**src/rtl/rggen_bus_responder_if.sv**
```systemverilog
// Shared bus types and the initiator/responder bus interface.
// Package rggen_rtl_pkg: rggen_direction, rggen_status.
package rggen_rtl_pkg;

  typedef enum logic {
    RGGEN_READ  = 1'b0,
    RGGEN_WRITE = 1'b1
  } rggen_direction;

  typedef enum logic [1:0] {
    RGGEN_OKAY         = 2'd0,
    RGGEN_EXOKAY       = 2'd1,
    RGGEN_SLAVE_ERROR  = 2'd2,
    RGGEN_DECODE_ERROR = 2'd3
  } rggen_status;

endpackage

// Bus bundle: request/address/direction/write_data/write_strobe from
// the initiator; done/status/read_data back from the responder.
interface rggen_bus_if
  import rggen_rtl_pkg::*;
#(
  parameter int ADDRESS_WIDTH = 8,
  parameter int DATA_WIDTH    = 32
);

  logic                      request;
  logic [ADDRESS_WIDTH-1:0]  address;
  rggen_direction            direction;
  logic [DATA_WIDTH-1:0]     write_data;
  logic [DATA_WIDTH/8-1:0]   write_strobe;
  logic                      done;
  rggen_status               status;
  logic [DATA_WIDTH-1:0]     read_data;

  modport master (
    output request, address, direction,
    output write_data, write_strobe,
    input  done, status, read_data
  );

  modport slave (
    input  request, address, direction,
    input  write_data, write_strobe,
    output done, status, read_data
  );

endinterface

```
**src/rtl/rggen_bus_responder.sv**
```systemverilog
// Bus responder: WORDS x DATA_WIDTH storage behind an rggen bus with
// LATENCY wait cycles and a one-cycle done pulse per access.
// Ports: clk, rst (async, active-high), bus_if (rggen_bus_if.slave).
// Macro RGGEN_BUS_RESPONDER_ERROR_EN: out-of-range index -> SLAVE_ERROR;
// without it the index wraps modulo WORDS.
module rggen_bus_responder
  import rggen_rtl_pkg::*;
#(
  parameter int ADDRESS_WIDTH = 8,
  parameter int DATA_WIDTH    = 32,
  parameter int WORDS         = 16,
  parameter int LATENCY       = 1,
  parameter logic [DATA_WIDTH-1:0] INITIAL_VALUE = '0
) (
  input logic        clk,
  input logic        rst,
  rggen_bus_if.slave bus_if
);

  localparam int STRB_W = DATA_WIDTH / 8;
  localparam int LSB    = (STRB_W > 1) ? $clog2(STRB_W) : 0;
  localparam int IDX_W  = ADDRESS_WIDTH - LSB;
  localparam int WIDX   = (WORDS > 1) ? $clog2(WORDS) : 1;
  localparam logic [3:0] CNT_LOAD =
    4'((LATENCY > 0) ? LATENCY - 1 : 0);

  typedef enum logic [1:0] {
    IDLE    = 2'd0,
    WAIT    = 2'd1,
    RESPOND = 2'd2
  } state_e;

  state_e                 state_q, state_d;
  logic [3:0]             cnt_q, cnt_d;
  logic                   blk_q, blk_d;
  logic                   cap;

  logic [IDX_W-1:0]       idx_q;
  rggen_direction         dir_q;
  logic [DATA_WIDTH-1:0]  wdata_q;
  logic [STRB_W-1:0]      wstrb_q;

  logic [DATA_WIDTH-1:0]  mem_q [WORDS];

  logic [31:0]            idx_ext;
  logic [WIDX-1:0]        word_idx;
  logic                   err;
  logic                   respond;
  logic                   wr_en;

  always_ff @(posedge clk or posedge rst) begin
    if (rst) begin
      state_q <= IDLE;
      cnt_q   <= '0;
      blk_q   <= 1'b0;
    end else begin
      state_q <= state_d;
      cnt_q   <= cnt_d;
      blk_q   <= blk_d;
    end
  end

  // blk_q marks the IDLE cycle right after RESPOND, where a held
  // request is deliberately not accepted.
  always_comb begin
    state_d = state_q;
    cnt_d   = cnt_q;
    blk_d   = 1'b0;
    cap     = 1'b0;
    unique case (state_q)
      IDLE: begin
        if (bus_if.request && !blk_q) begin
          cap = 1'b1;
          if (LATENCY > 0) begin
            state_d = WAIT;
            cnt_d   = CNT_LOAD;
          end else begin
            state_d = RESPOND;
          end
        end
      end
      WAIT: begin
        if (cnt_q == 4'd0) begin
          state_d = RESPOND;
        end else begin
          cnt_d = cnt_q - 4'd1;
        end
      end
      RESPOND: begin
        state_d = IDLE;
        blk_d   = 1'b1;
      end
      default: begin
        state_d = IDLE;
      end
    endcase
  end

  always_ff @(posedge clk or posedge rst) begin
    if (rst) begin
      idx_q   <= '0;
      dir_q   <= RGGEN_READ;
      wdata_q <= '0;
      wstrb_q <= '0;
    end else if (cap) begin
      idx_q   <= bus_if.address[ADDRESS_WIDTH-1:LSB];
      dir_q   <= bus_if.direction;
      wdata_q <= bus_if.write_data;
      wstrb_q <= bus_if.write_strobe;
    end
  end

  assign idx_ext  = 32'(idx_q);
  assign word_idx = WIDX'(idx_ext % WORDS);

`ifdef RGGEN_BUS_RESPONDER_ERROR_EN
  assign err = (idx_ext >= 32'(WORDS));
`else
  assign err = 1'b0;
`endif

  assign respond = (state_q == RESPOND);
  assign wr_en   = respond && (dir_q == RGGEN_WRITE) && !err;

  always_ff @(posedge clk or posedge rst) begin
    if (rst) begin
      for (int i = 0; i < WORDS; i++) begin
        mem_q[i] <= INITIAL_VALUE;
      end
    end else if (wr_en) begin
      for (int b = 0; b < STRB_W; b++) begin
        if (wstrb_q[b]) begin
          mem_q[word_idx][8*b +: 8] <= wdata_q[8*b +: 8];
        end
      end
    end
  end

  assign bus_if.done   = respond;
  assign bus_if.status = (respond && err) ? RGGEN_SLAVE_ERROR
                                          : RGGEN_OKAY;
  assign bus_if.read_data =
    (respond && (dir_q == RGGEN_READ) && !err) ? mem_q[word_idx]
                                               : '0;

endmodule

```
**src/flat_wrapper.sv**
```systemverilog
// flat-port wrapper written by rule: the top's interface ports become plain ports
module rggen_bus_responder_flat import rggen_rtl_pkg::*;
#(
  parameter int ADDRESS_WIDTH = 8,
  parameter int DATA_WIDTH    = 32,
  parameter int WORDS         = 16,
  parameter int LATENCY       = 1,
  parameter logic [DATA_WIDTH-1:0] INITIAL_VALUE = '0
)
  (clk, rst, bus_if_request, bus_if_address, bus_if_direction, bus_if_write_data, bus_if_write_strobe, bus_if_done, bus_if_status, bus_if_read_data);
  rggen_bus_if #(.ADDRESS_WIDTH(ADDRESS_WIDTH), .DATA_WIDTH(DATA_WIDTH)) bus_if_i ();
  input logic clk;
  input logic rst;
  input wire logic [$bits(bus_if_i.request)-1:0] bus_if_request;
  input wire logic [$bits(bus_if_i.address)-1:0] bus_if_address;
  input wire logic [$bits(bus_if_i.direction)-1:0] bus_if_direction;
  input wire logic [$bits(bus_if_i.write_data)-1:0] bus_if_write_data;
  input wire logic [$bits(bus_if_i.write_strobe)-1:0] bus_if_write_strobe;
  output wire logic [$bits(bus_if_i.done)-1:0] bus_if_done;
  output wire logic [$bits(bus_if_i.status)-1:0] bus_if_status;
  output wire logic [$bits(bus_if_i.read_data)-1:0] bus_if_read_data;
  assign bus_if_i.request = bus_if_request;
  assign bus_if_i.address = bus_if_address;
  assign bus_if_i.direction = bus_if_direction;
  assign bus_if_i.write_data = bus_if_write_data;
  assign bus_if_i.write_strobe = bus_if_write_strobe;
  assign bus_if_done = bus_if_i.done;
  assign bus_if_status = bus_if_i.status;
  assign bus_if_read_data = bus_if_i.read_data;
  rggen_bus_responder #(.ADDRESS_WIDTH(ADDRESS_WIDTH), .DATA_WIDTH(DATA_WIDTH), .WORDS(WORDS), .LATENCY(LATENCY), .INITIAL_VALUE(INITIAL_VALUE)) u_core (.clk(clk), .rst(rst), .bus_if(bus_if_i));
endmodule
```
**config.mk**
```make
export PLATFORM = sky130hd
export DESIGN_NAME = rggen_bus_responder_flat
export DESIGN_NICKNAME = d
export VERILOG_FILES = /design/src/rtl/rggen_bus_responder_if.sv /design/src/rtl/rggen_bus_responder.sv /design/src/flat_wrapper.sv
export SDC_FILE = /design/constraint.sdc
export NUM_CORES = 1
export LEC_CHECK = 0
export ABC_CLOCK_PERIOD_IN_PS = 57900
export CAP_MARGIN = 40
export CORE_ASPECT_RATIO = 0.6
export CORE_MARGIN = 1.5
export CORE_UTILIZATION = 40
export CTS_CLUSTER_SIZE = 20
export DETAILED_ROUTE_END_ITERATION = 10
export PLACE_DENSITY = 0.65
export REMOVE_ABC_BUFFERS = 1
export SKIP_LAST_GASP = 1
export SYNTH_ARGS = -nofsm -noshare
export SYNTH_HDL_FRONTEND = slang
export SYNTH_SLANG_ARGS = --single-unit
export TNS_END_PERCENT = 10
```
**constraint.sdc**
```tcl
create_clock -name clk -period 57.9 [get_ports clk]
set_clock_uncertainty 0.2 [all_clocks]
set_input_delay 17.37 -clock clk [delete_from_list [all_inputs] [get_ports clk]]
set_output_delay 17.37 -clock clk [all_outputs]
set_load 0.01 [all_outputs]
```
== After elaboration in Yosys (flattened, before gate mapping) ==
Index checks and enable logic that the tools add are counted.

* Flip-flop bits (word level): 560
* Input port bits: 48
* Output and inout bits: 35
* Word-level logic and storage cells: 75

* Add/sub/neg operators: 1
* Magnitude comparators: 2
* Equality and inequality tests: 5
* Muxes and demuxes: 32
* Bitwise logic cells: 2
* Reductions and logical operators: 10

{| class="wikitable"
|+ Operators with widths
! cell !! count
|-
| $mux 512 || 7
|-
| $bwmux 512 || 4
|-
| $demux 32 s4 || 4
|-
| $bmux 32 s4 || 1
|-
| $mux 32 || 4
|-
| $mux 24 || 1
|-
| $mux 16 || 1
|-
| $mux 4 || 2
|-
| $mux 8 || 1
|-
| $pmux 4 s2 || 1
|-
| $ge 5x5->1 const B || 1
|-
| $lt 5x1->1 const B || 1
|-
| $not 4->5 || 1
|-
| $logic_and 1x1->1 || 4
|-
| $logic_not 4->1 || 1
|-
| $mux 2 || 2
|-
| $ne 2x1->1 const B || 2
|-
| $pmux 2 s2 || 1
|-
| $sub 4x1->4 const B || 1
|-
| $mux 1 || 3
|-
| $reduce_and 3->1 || 1
|-
| $eq 2x1->1 const B || 1
|-
| $eq 2x2->1 const B || 1
|-
| $logic_not 2->1 || 1
|-
| other kinds (5) || 5
|}

== Depth between registers and ports, before layout ==
Gate-level depths: netlist of run 1.

* Depth after elaboration: 16
* Gate-level depth with buffers: 6
* Depth with buffers taken out: 5

== Worst setup path before layout of run 1 ==
No wires, ideal clock.

* Path kind: register -> output
* From: reg u_core.idx_q[0]
* To: out bus_if_read_data[20]
* Arrival: 1.679 ns
* Required time: 40.330 ns
* Setup slack: 38.651 ns
* Stages on the path, launching flop included: 7
* Path buffers: 3
* Path through: dfrtp_1 > buf_4 > buf_4 > buf_4 > mux4_2 > nand3_1 > o211ai_1

* Word-level cells in the longest chain between the ends: 5

{| class="wikitable"
|+ Ends and longest elaborated chain
! what !! RTL line !! source
|-
| from (decl) || rggen_bus_responder.sv:38 || <nowiki>logic [IDX_W-1:0] idx_q;</nowiki>
|-
| from (signal assigned) || rggen_bus_responder.sv:106 || <nowiki>idx_q <= bus_if.address[ADDRESS_WIDTH-1:LSB];</nowiki>
|-
| $not 4->5 (not written as such) || rggen_bus_responder.sv:143 || <nowiki>(respond && (dir_q == RGGEN_READ) && !err) ? mem_q[word_idx]</nowiki>
|-
| $bmux 32 s4 || rggen_bus_responder.sv:143 ||
|-
| $mux 32 (not written as such) (2 in a row) || rggen_bus_responder.sv:143 ||
|-
| $mux 32 || rggen_bus_responder.sv:143 ||
|-
| to (decl) || flat_wrapper.sv:21 || <nowiki>output wire logic [$bits(bus_if_i.read_data)-1:0] bus_if_read_data;</nowiki>
|}

No other way between the ends. The select of a mux whose other input is x is not followed.

== Worst setup path after layout of run 1 ==
* From: reg u_core.idx_q[1]
* To: out bus_if_read_data[21]

Same word-level chain as after synthesis.

==> results of run 1 <==
-- final timing paths --
path	cells past startpoint	to
min in group asynchronous	2	u_core.wdata_q[17]
worst min register to register	1	u_core.mem_q[37]
max in group asynchronous	5	u_core.mem_q[460]
worst max-delay path	7	bus_if_read_data[21]
worst max register to register	5	u_core.mem_q[172]
worst min-delay path	1	u_core.mem_q[37]
-- power by group --
part	switching (W)	internal [W]	leakage (nW)	total, W
Sequential	0.000126	0.000503	7.67	0.000629
Combinational	0.000154	0.000197	5.10	0.000351
Clock	0.000149	0.000209	0.887	0.000358
Total	0.000429	0.000909	13.7	0.00134
-- cell families (layout without fill, tap and decap cells) --
| group | Yosys count | in the layout | share of synthesized area [%] |
|---|---|---|---|
| adders and majority gates | 2 | 2 | 0.09685 |
| AOI/OAI and AO/OA | 37 | 37 | 1.051 |
| muxes | 715 | 715 | 36.71 |
| DFF | 560 | 560 | 54.25 |
| other | 1 | 2 | 0.01452 |
| buffers and inverters | 112 | 198 | 2.339 |
| and+or+nand+nor | 168 | 168 | 5.546 |
-- cell usage in the layout (no fill, tap or decap), types with 13 or more instances in the layout --
cell             instances
buf_4                   16
clkbuf_16               53
clkdlybuf4s50_1         76
clkinv_2                13
dfrtp_1                557
mux2_1                  18
mux2_2                 529
mux2i_1                 32
mux4_2                 128
nand2_2                 20
nand3_1                 65
o211ai_1                32
-- registers in the layout, summed over array words and instances, names as in the netlist --
register,flops
u_core.state_q,2
u_core.dir_q,1
u_core.wdata_q,32
u_core.blk_q,1
u_core.mem_q,512
u_core.cnt_q,4
u_core.idx_q,4
u_core.wstrb_q,4
-- worst max-delay path: cells and delay by family (launching register included) --
kind / cells / cell delay, ns
AOI/OAI and AO/OA: 1 / 0.17
buffers and inverters: 4 / 1.66
DFF: 1 / 0.99
muxes: 2 / 0.76
-- cell type report --
class,count,area (µm²)
clock buffer,71,1514
fill,5427,34020
sequential,560,14020
timing repair buffer,102,1119
tap,839,1050
multi-input combinational,924,11240
clock inverter,21,261.5
inverter,4,22.52
-- through the flow --
stage | setup WS, ns | std cells
after global placement | 35.90 | 2419
final | 36.07 | 2521
after CTS | 36.00 | 2521
after global routing | 35.87 | 2521
after floorplan | 24.67 | 1488
after detailed placement | 36.64 | 2429
-- Yosys cell counts (2+ instances only) --
| library cell | count | area [µm²] |
|---|---|---|
| mux2_2 | 529 | 5957 |
| inv_1 | 4 | 15.01 |
| a21oi_1 | 2 | 10.01 |
| nand3_1 | 65 | 325.3 |
| nor3_4 | 8 | 130.1 |
| nand2_2 | 20 | 125.1 |
| buf_2 | 36 | 180.2 |
| nand4b_4 | 6 | 142.6 |
| and4bb_2 | 2 | 25.02 |
| buf_1 | 3 | 11.26 |
| nand4_2 | 4 | 50.05 |
| nor2_2 | 12 | 75.07 |
| mux2i_1 | 32 | 320.3 |
| mux2_4 | 8 | 120.1 |
| nand2_1 | 4 | 15.01 |
| dfrtp_1 | 560 | 14010 |
| mux4_2 | 128 | 2883 |
| and4b_1 | 4 | 40.04 |
| nor4b_4 | 4 | 95.09 |
| mux2_1 | 18 | 202.7 |
| nand3_2 | 9 | 90.09 |
| o211ai_1 | 32 | 240.2 |
| nor2_1 | 4 | 15.01 |
| nand3_4 | 7 | 122.6 |
| nand2b_1 | 4 | 25.02 |
| buf_6 | 7 | 78.83 |
| nor3b_1 | 3 | 22.52 |
| ha_1 | 2 | 25.02 |
| buf_4 | 23 | 172.7 |
| clkbuf_1 | 39 | 146.4 |
| nor2b_1 | 6 | 37.54 |
-- routing by layer --
layer	vias to the layer above	track usage, %	wire length [µm]
met1	7730	28.53	29400
met3	81	3.152	2544
met2	238	27.25	26100
met4	0	4.158	1159
met5	-	0	0
li1	6120	-	-
==> impl_results.md, run 1 <==
- Outcome: finished, final reports clean
- Area post-placement: 27450 µm²
- Fraction of layout cells with a size suffix above 1: roughly 51%
- Setup bufs post-CTS: 0
- Post-Syn Instances: approximately 1600
- CP Max Fanout: 47
- Worst path required time: roughly 40 ns
- Slew Limit Fails: 0
- Detail Placement HPWL: 38.02 mm
- Post-Syn Area: between 20000 and 30000 µm²
- CTS clock-pin slew for the worst setup and hold paths: ~0.070 ns
- Die width: roughly 330 µm
- Worst setup path start: u_core.idx_q[1]
- Worst setup SP type: register
- CTS sink count: 560
- IO Pins: 83
- Residual DRC: 0
- Post-CTS Hold Buffers: 0
- Gr ovfl total: 0
- Clock Path Buffers: 3
- Yosys warnings: 0
- Synth Register Bits: 560
- Synthesized area per cell: 16.20 µm²
- Fin crit share: between 30% and 40%
- CP max-delay cell: dfrtp_4
- Slew HR: between 40% and 50%
- Final GP Congestion: roughly 0.74
- Drt wl/cell: around 23 µm
- DR vias/cell: around 5.6
- CTS tree: done
- FF-to-FF setup slack: roughly 54 ns
- Peak supply drop: between 0.00003 and 0.00004 V
- H-tree level count: 2
- Max Cap Viol: 0
- CP Capture Type: output port
- Peak Freq: roughly 46 MHz
- Drt first-iter violations: between 900 and 1000
- Unique cell type count in the Yosys netlist: 41
- # diodes: 0
- Vias in the first global route: about 15000
- I/O Buffers: 76
- First-pass DRT Iterations: 5
- Count of final hold-check violations: 0
- Post-layout net count: between 1500 and 2000
- Total power: 0.001338 W
- Cells along the critical path: buf_4, buf_4, buf_16, mux4_2, mux2i_1, o211ai_1, clkdlybuf4s50_1
- Unrepaired setup endpoints after global routing: no
- Pwr per Cell Area: 45.78 nW/µm²
- Die area: about 66000 µm²
- Final Cell Area: 29230 µm²
- Leakage: 13.66 nW
- GRT Util Overall: around 19%
- Synth Flop Type: dfrtp_1
- RR Startpoint: u_core.idx_q[1]
- CTS root buf: clkbuf_16
- Seq/Total Area, Yosys: 54.25%
- Sum Neg Setup Slack: 0 ns
- Largest net degree at the start of global routing: 100
- Worst hold path class: reg -> reg
- Critical path's most frequent cell: buf_4
- Antenna-violating nets left: 0
- CP Class: reg -> out
- Core Footprint: roughly 63000 µm²
- Worst skew pair latency: ~0.58 ns
- First-pass GRT wire length: around 94 mm
- Async SR Flop Fraction: 100.0%
- Fin util: between 40% and 50%
- Routed vias: about 14000
- EDFF count, synth: 0
- Drt total wl: between 50 and 60 mm
- Min cycle time layout: between 20 and 25 ns
- CTS Buf Count: a little over 50
- Starting density of the core: roughly 40%
- CP peak stage delay: 0.99 ns
- Initial antenna violation count: 0
- Worst-Margin Slew: between 0.8 and 0.9 ns
- Setup violators final: 0
- Die height: about 200 µm
- Min-delay src: u_core.mem_q[37]
- Fin Hold WS: around 0.28 ns
- Area growth syn-to-layout: 13.14%
- # resized after CTS: 0
- Cell Rows: just over 70
- Crit path DAT: between 4 and 5 ns
Note: power is estimated with default switching activity, not from simulation.
==> run 2, diff against run 1 <==
Settings changed: ABC_CLOCK_PERIOD_IN_PS 57900 to 19250, PLACE_DENSITY 0.65 to 0.67.
Clock period 57.9 ns to 19.25 ns, I/O delays scaled along.
==> impl_results.md, run 2 (synthesis results as in run 1) <==
- Core Footprint: 63250 µm² (unchanged)
- Drt first-iter violations: 806 (-14%)
- Multi-input gate area: 11240 µm² (unchanged)
- CTS sink count: 560 (unchanged)
- Drt wl/cell: 23.50 µm (about the same)
- Worst path required time: 13.27 ns (-27.06 ns)
- Post-CTS Hold Buffers: 0 (unchanged)
- CP Max Fanout: 40 (-15%)
- Unrepaired setup endpoints after global routing: no
- Worst hold path class: reg -> reg
- Commonest non-fill, non-tap cell in the layout: dfrtp_1
- Slew HR: 29.58% (-11 points)
- Most frequent cells in the layout: dfrtp_1, mux2_2, mux4_2
- H-tree level count: 2 (unchanged)
- IO Pins: 83 (unchanged)
- Routed vias: 14089 (-0.56%)
- Setup bufs post-CTS: 0 (unchanged)
- Starting density of the core: 40.84% (unchanged)
- Worst setup path start: u_core.idx_q[0]
- # diodes: 0 (unchanged)
- CP Capture Type: output port
- Register area: 14020 µm² (unchanged)
- CTS root buf: clkbuf_16
- Min cycle time layout: roughly 10 ns
- I/O Buffers: 76 (unchanged)
- First-pass GRT wire length: 92.11 mm (-1.7%)
- Inst Count DP: 2425 (-0.16%)
- Max Cap Viol: 0 (unchanged)
- FF-to-FF setup slack: 14.95 ns (-39.47 ns)
- Filler instances: 5479 (+0.96%)
- Worst-Margin Slew: 1.056 ns (+0.1675 ns)
- Count of final hold-check violations: 0 (unchanged)
- Residual DRC: 0 (unchanged)
- Final GP Congestion: 0.7468 (+0.54%)
- Setup violators final: 0 (unchanged)
- Leakage: 13.59 nW (-0.52%)
- Fin crit share: a little over half
- # resized after CTS: 0 (unchanged)
- Drt total wl: 59.16 mm (about the same)
- Die height: 199.9 µm (unchanged)
- Gr ovfl total: 0 (unchanged)
- Cell Rows: 71 (unchanged)
- Final WS setup: 8.859 ns (-27.21 ns)
- RR Startpoint: u_core.idx_q[0]
- Area growth syn-to-layout: 12.77%
- Max reg flops: 512 (unchanged)
- Slew Limit Fails: 0 (unchanged)
- Worst Reg-to-Reg Cells: 6 (+1)
- R2r endpoint: u_core.mem_q[91]
- Largest registers: u_core.mem_q (512), u_core.wdata_q (32)
- CP Class: reg -> out
- Peak Freq: 96.23 MHz
- Initial antenna violation count: 0 (unchanged)
- Register bank with the most flops: u_core.mem_q
- CTS tree: done
- Die width: 331.1 µm (unchanged)
- CTS clock-pin slew for the worst setup and hold paths: 0.07 ns (about the same)
- CTS Buf Count: 50 (-2.0%)
- First-pass DRT Iterations: 5 (unchanged)
- Fraction of layout cells with a size suffix above 1: 50.72% (-0.47 points)
- Post-Layout Cell Count: 2517 (-0.16%)
- Crit path DAT: 4.42 ns (+0.16 ns)
- GRT Util Overall: 18.25% (-0.27 points)
- Post-Place Worst Slack: 9.405 ns (-27.24 ns)
- Outcome: finished, final reports clean
- Post-layout net count: 1688 (-0.30%)
- Detail Placement HPWL: 37.15 mm (-2.3%)
- Antenna-violating nets left: 0 (unchanged)
- Peak supply drop: 0.0001155 V (+250%)
- Worst skew pair latency: 0.58 ns (about the same)
- Crit path to: bus_if_read_data[2]
- Die area: 66170 µm² (unchanged)
- Clock Path Buffers: 3 (unchanged)
- Worst setup SP type: register
- Vias in the first global route: 15108 (-0.49%)
- Total power: 0.003999 W (+200%)
- Largest net degree at the start of global routing: 188 (+88%)
- DR vias/cell: 5.598 (-0.41%)
- Pwr per Cell Area: 137.3 nW/µm² (+200%)
-- run 2: through the flow --
step           util [%]  TNS [ns]  area [µm²]  hold slack, ns
3_5_place_dp      43.38         0       27440          0.2716
2_1_floorplan         -  -1336.04       25250          0.2524
3_3_place_gp      43.04         0       27220          0.2627
5_1_grt           46.06         0       29130          0.3074
4_1_cts           46.06         0       29130          0.2868
6_report          46.06         0       29130          0.2877
-- run 2: critical path, stage by stage, from the launching register on --
cell and delay (ns):
dfrtp_4 0.90, buf_4 0.35, buf_16 0.29, buf_4 0.70, mux4_2 0.60, nand3_1 0.17
o211ai_1 0.18, clkdlybuf4s50_1 0.54
-- run 2: final cells by class --
cell class	count	share of cell area, %
inverter	4	0.07731
timing repair buffer	98	3.788
multi-input combinational	924	38.57
tap	839	3.603
sequential	560	48.14
clock buffer	73	5.008
clock inverter	19	0.8160
-- run 2: worst min path at each step --
stage / start / end / slack (ns) / cells after the start
after CTS: u_core.mem_q[33] / u_core.mem_q[33] / 0.29 / 1
after global placement: u_core.mem_q[33] / u_core.mem_q[33] / 0.26 / 1
final: u_core.mem_q[33] / u_core.mem_q[33] / 0.29 / 1
after global routing: u_core.mem_q[319] / u_core.mem_q[319] / 0.31 / 1
after floorplan: u_core.mem_q[32] / u_core.mem_q[32] / 0.25 / 1
after detailed placement: u_core.mem_q[33] / u_core.mem_q[33] / 0.27 / 1
-- run 2: power breakdown --
| group | leakage (nW) | switching, W | internal (W) |
|---|---|---|---|
| Clock | 0.831 | 0.000449 | 0.000595 |
| Sequential | 7.67 | 0.000383 | 0.00151 |
| Combinational | 5.09 | 0.000466 | 0.000594 |
| Total | 13.6 | 0.00130 | 0.00270 |
-- run 2: metal layers --
layer	track usage, %	vias to the layer above	share of wire, %
met3	3.172	80	4.2
met5	0	-	0
met2	27.65	265	45
li1	-	6111	-
met1	27.45	7633	49
met4	3.973	0	1.8
==> run 3, diff against run 2 <==
Settings changed: ABC_CLOCK_PERIOD_IN_PS 19250 to 8600.
Clock period 19.25 ns to 8.6 ns, I/O delays scaled along.
==> impl_results.md, run 3 (synthesis results as in run 1) <==
- Outcome: finished, final reports clean
- Min cycle time layout: ~6.5 ns
- GRT Util Overall: 18.58% (+0.33 points)
- Worst setup path start: u_core.idx_q[2]
- CTS Buf Count: 51 (+2.0%)
- First-pass GRT wire length: 93.83 mm (+1.9%)
- Cell Rows: 71 (unchanged)
- Worst skew pair latency: 0.60 ns (+0.02 ns)
- Unrepaired setup endpoints after global routing: no
- Worst hold path class: reg -> reg
- Top delay family on crit path: buffers and inverters
- Die height: 199.9 µm (unchanged)
- CTS root buf: clkbuf_16
- Leakage: 13.56 nW (-0.20%)
- Vias in the first global route: 15244 (+0.90%)
- Hold path depth: 1 (unchanged)
- RR Startpoint: u_core.idx_q[2]
- Area post-placement: 27320 µm² (-0.43%)
- Setup bufs post-CTS: 0 (unchanged)
- Most frequent cells in the layout: dfrtp_1, mux2_2, mux4_2
- CTS sink count: 560 (unchanged)
- DR vias/cell: 5.659 (+1.1%)
- Die width: 331.1 µm (unchanged)
- Final Cell Area: 29060 µm² (-0.27%)
- CTS clock-pin slew for the worst setup and hold paths: 0.06 ns (about the same)
- Worst path required time: 5.82 ns (-7.45 ns)
- Area growth syn-to-layout: 12.47%
- Fraction of layout cells with a size suffix above 1: 50.63% (-0.089 points)
- Min-delay src: u_core.mem_q[73]
- Clock Path Buffers: 3 (unchanged)
- Final GP Congestion: 0.7707 (+3.2%)
- Initial antenna violation count: 1 (+1)
- CTS tree: done
- Cells along the critical path: buf_4, mux4_2, mux2i_1, o211ai_1, clkdlybuf4s50_1
- Core Footprint: 63250 µm² (unchanged)
- Pwr per Cell Area: 308.9 nW/µm² (+130%)
- Post-CTS Hold Buffers: 0 (unchanged)
- Total power: 0.008976 W (+120%)
- Max Cap Viol: 0 (unchanged)
- CP Class: reg -> out
- Post-layout net count: 1687 (-0.059%)
- Worst setup SP type: register
- Gr ovfl total: 0 (unchanged)
- WP buf/inv: 2 (-2)
- Critical path depth: 5 (-2)
- Antenna-violating nets left: 0 (unchanged)
- CP Capture Type: output port
- Drt wl/cell: 23.70 µm (+0.82%)
- Fin crit share: between 70% and 80%
- Count of final hold-check violations: 0 (unchanged)
- Slew HR: 42.45% (+13 points)
- Peak Freq: between 150 and 200 MHz
- IO Pins: 83 (unchanged)
- Setup violators final: 0 (unchanged)
- Residual DRC: 0 (unchanged)
- Peak supply drop: 0.0002323 V (+100%)
- Sum Neg Setup Slack: 0 ns (unchanged)
- Drt total wl: 59.67 mm (+0.86%)
- Largest net degree at the start of global routing: 127 (-32%)
- Register bank with the most flops: u_core.mem_q
- Slew Limit Fails: 0 (unchanged)
- Starting density of the core: 40.84% (unchanged)
- First-pass DRT Iterations: 5 (unchanged)
- Filler instances: 5462 (-0.31%)
- Routed vias: 14250 (+1.1%)
- # resized after CTS: 0 (unchanged)
- Die area: 66170 µm² (unchanged)
- Crit path DAT: 3.70 ns (-0.72 ns)
- H-tree level count: 2 (unchanged)
- Largest registers: u_core.mem_q (512), u_core.wdata_q (32)
- Commonest non-fill, non-tap cell in the layout: dfrtp_1
- Detail Placement HPWL: 37.61 mm (+1.2%)
- Max reg flops: 512 (unchanged)
- Worst Reg-to-Reg Cells: 4 (-2)
- CP peak stage delay: 0.82 ns (-0.08 ns)
- Drt first-iter violations: 906 (+12%)
- I/O Buffers: 76 (unchanged)
- CP Max Fanout: 43 (+7.5%)
- CP max-delay cell: dfrtp_4
- Worst-Margin Slew: 0.8632 ns (-0.1932 ns)
## run 3: changes by cell type in the layout (fill, tap and decap cells not counted), sizes merged
cell | previous run | this run
clkbuf | 73 | 78
diode | 0 | 2
inv | 6 | 7
clkinvlp | 3 | 1
buf | 22 | 20
clkinv | 9 | 6
## run 3: worst register-to-register path, delay by kind of cell, from the launching register on
kind	cells	cell delay [ns]
muxes	1	0.43
buffers and inverters	1	0.86
DFF	1	0.82
and+or+nand+nor	2	0.95
## run 3: path summary, 6_finish.rpt
| check | slack, ns | endpoint |
|---|---|---|
| worst min-delay path | 0.29 | u_core.mem_q[73] |
| min in group asynchronous | 2.30 | u_core.mem_q[339] |
| max in group asynchronous | 4.50 | u_core.idx_q[0] |
| worst max register to register | 5.22 | u_core.mem_q[286] |
| worst min register to register | 0.29 | u_core.mem_q[73] |
| worst max-delay path | 2.12 | bus_if_read_data[5] |
## run 3: power by group
part	internal, W	switching (W)
clock	0.00137	0.00102
sequential	0.00339	0.000815
combinational	0.00130	0.00109
total	0.00605	0.00292
## run 3: cell type report
cell class / count / area (µm²) / area share [%]
antenna: 2 / 5.005 / 0.01723
clock buffer: 78 / 1518 / 5.224
clock inverter: 15 / 214.0 / 0.7364
inverter: 4 / 22.52 / 0.07751
multi-input combinational: 924 / 11240 / 38.67
sequential: 560 / 14020 / 48.27
tap: 839 / 1050 / 3.613
timing repair buffer: 96 / 985.9 / 3.393
## run 3: per-stage QoR
stage | utilization (%) | instances | worst slack, ns | hold WS (ns)
detailed placement | 43.19 | 2423 | 2.772 | 0.2748
CTS | 45.93 | 2516 | 2.113 | 0.2919
floorplan | - | 1488 | -9.841 | 0.2524
finish | 45.94 | 2518 | 2.123 | 0.2912
global route | 45.93 | 2516 | 1.966 | 0.3038
global placement | 43.13 | 2421 | 2.727 | 0.2620
## run 3: metal layers
metal / track usage [%] / up-vias / part of all wire (%)
met3: 3.538 / 84 / 4.8
met2: 27.32 / 305 / 44
met1: 28.44 / 7762 / 50
li1: - / 6099 / -
met4: 4.091 / 0 / 1.8
met5: 0 / - / 0
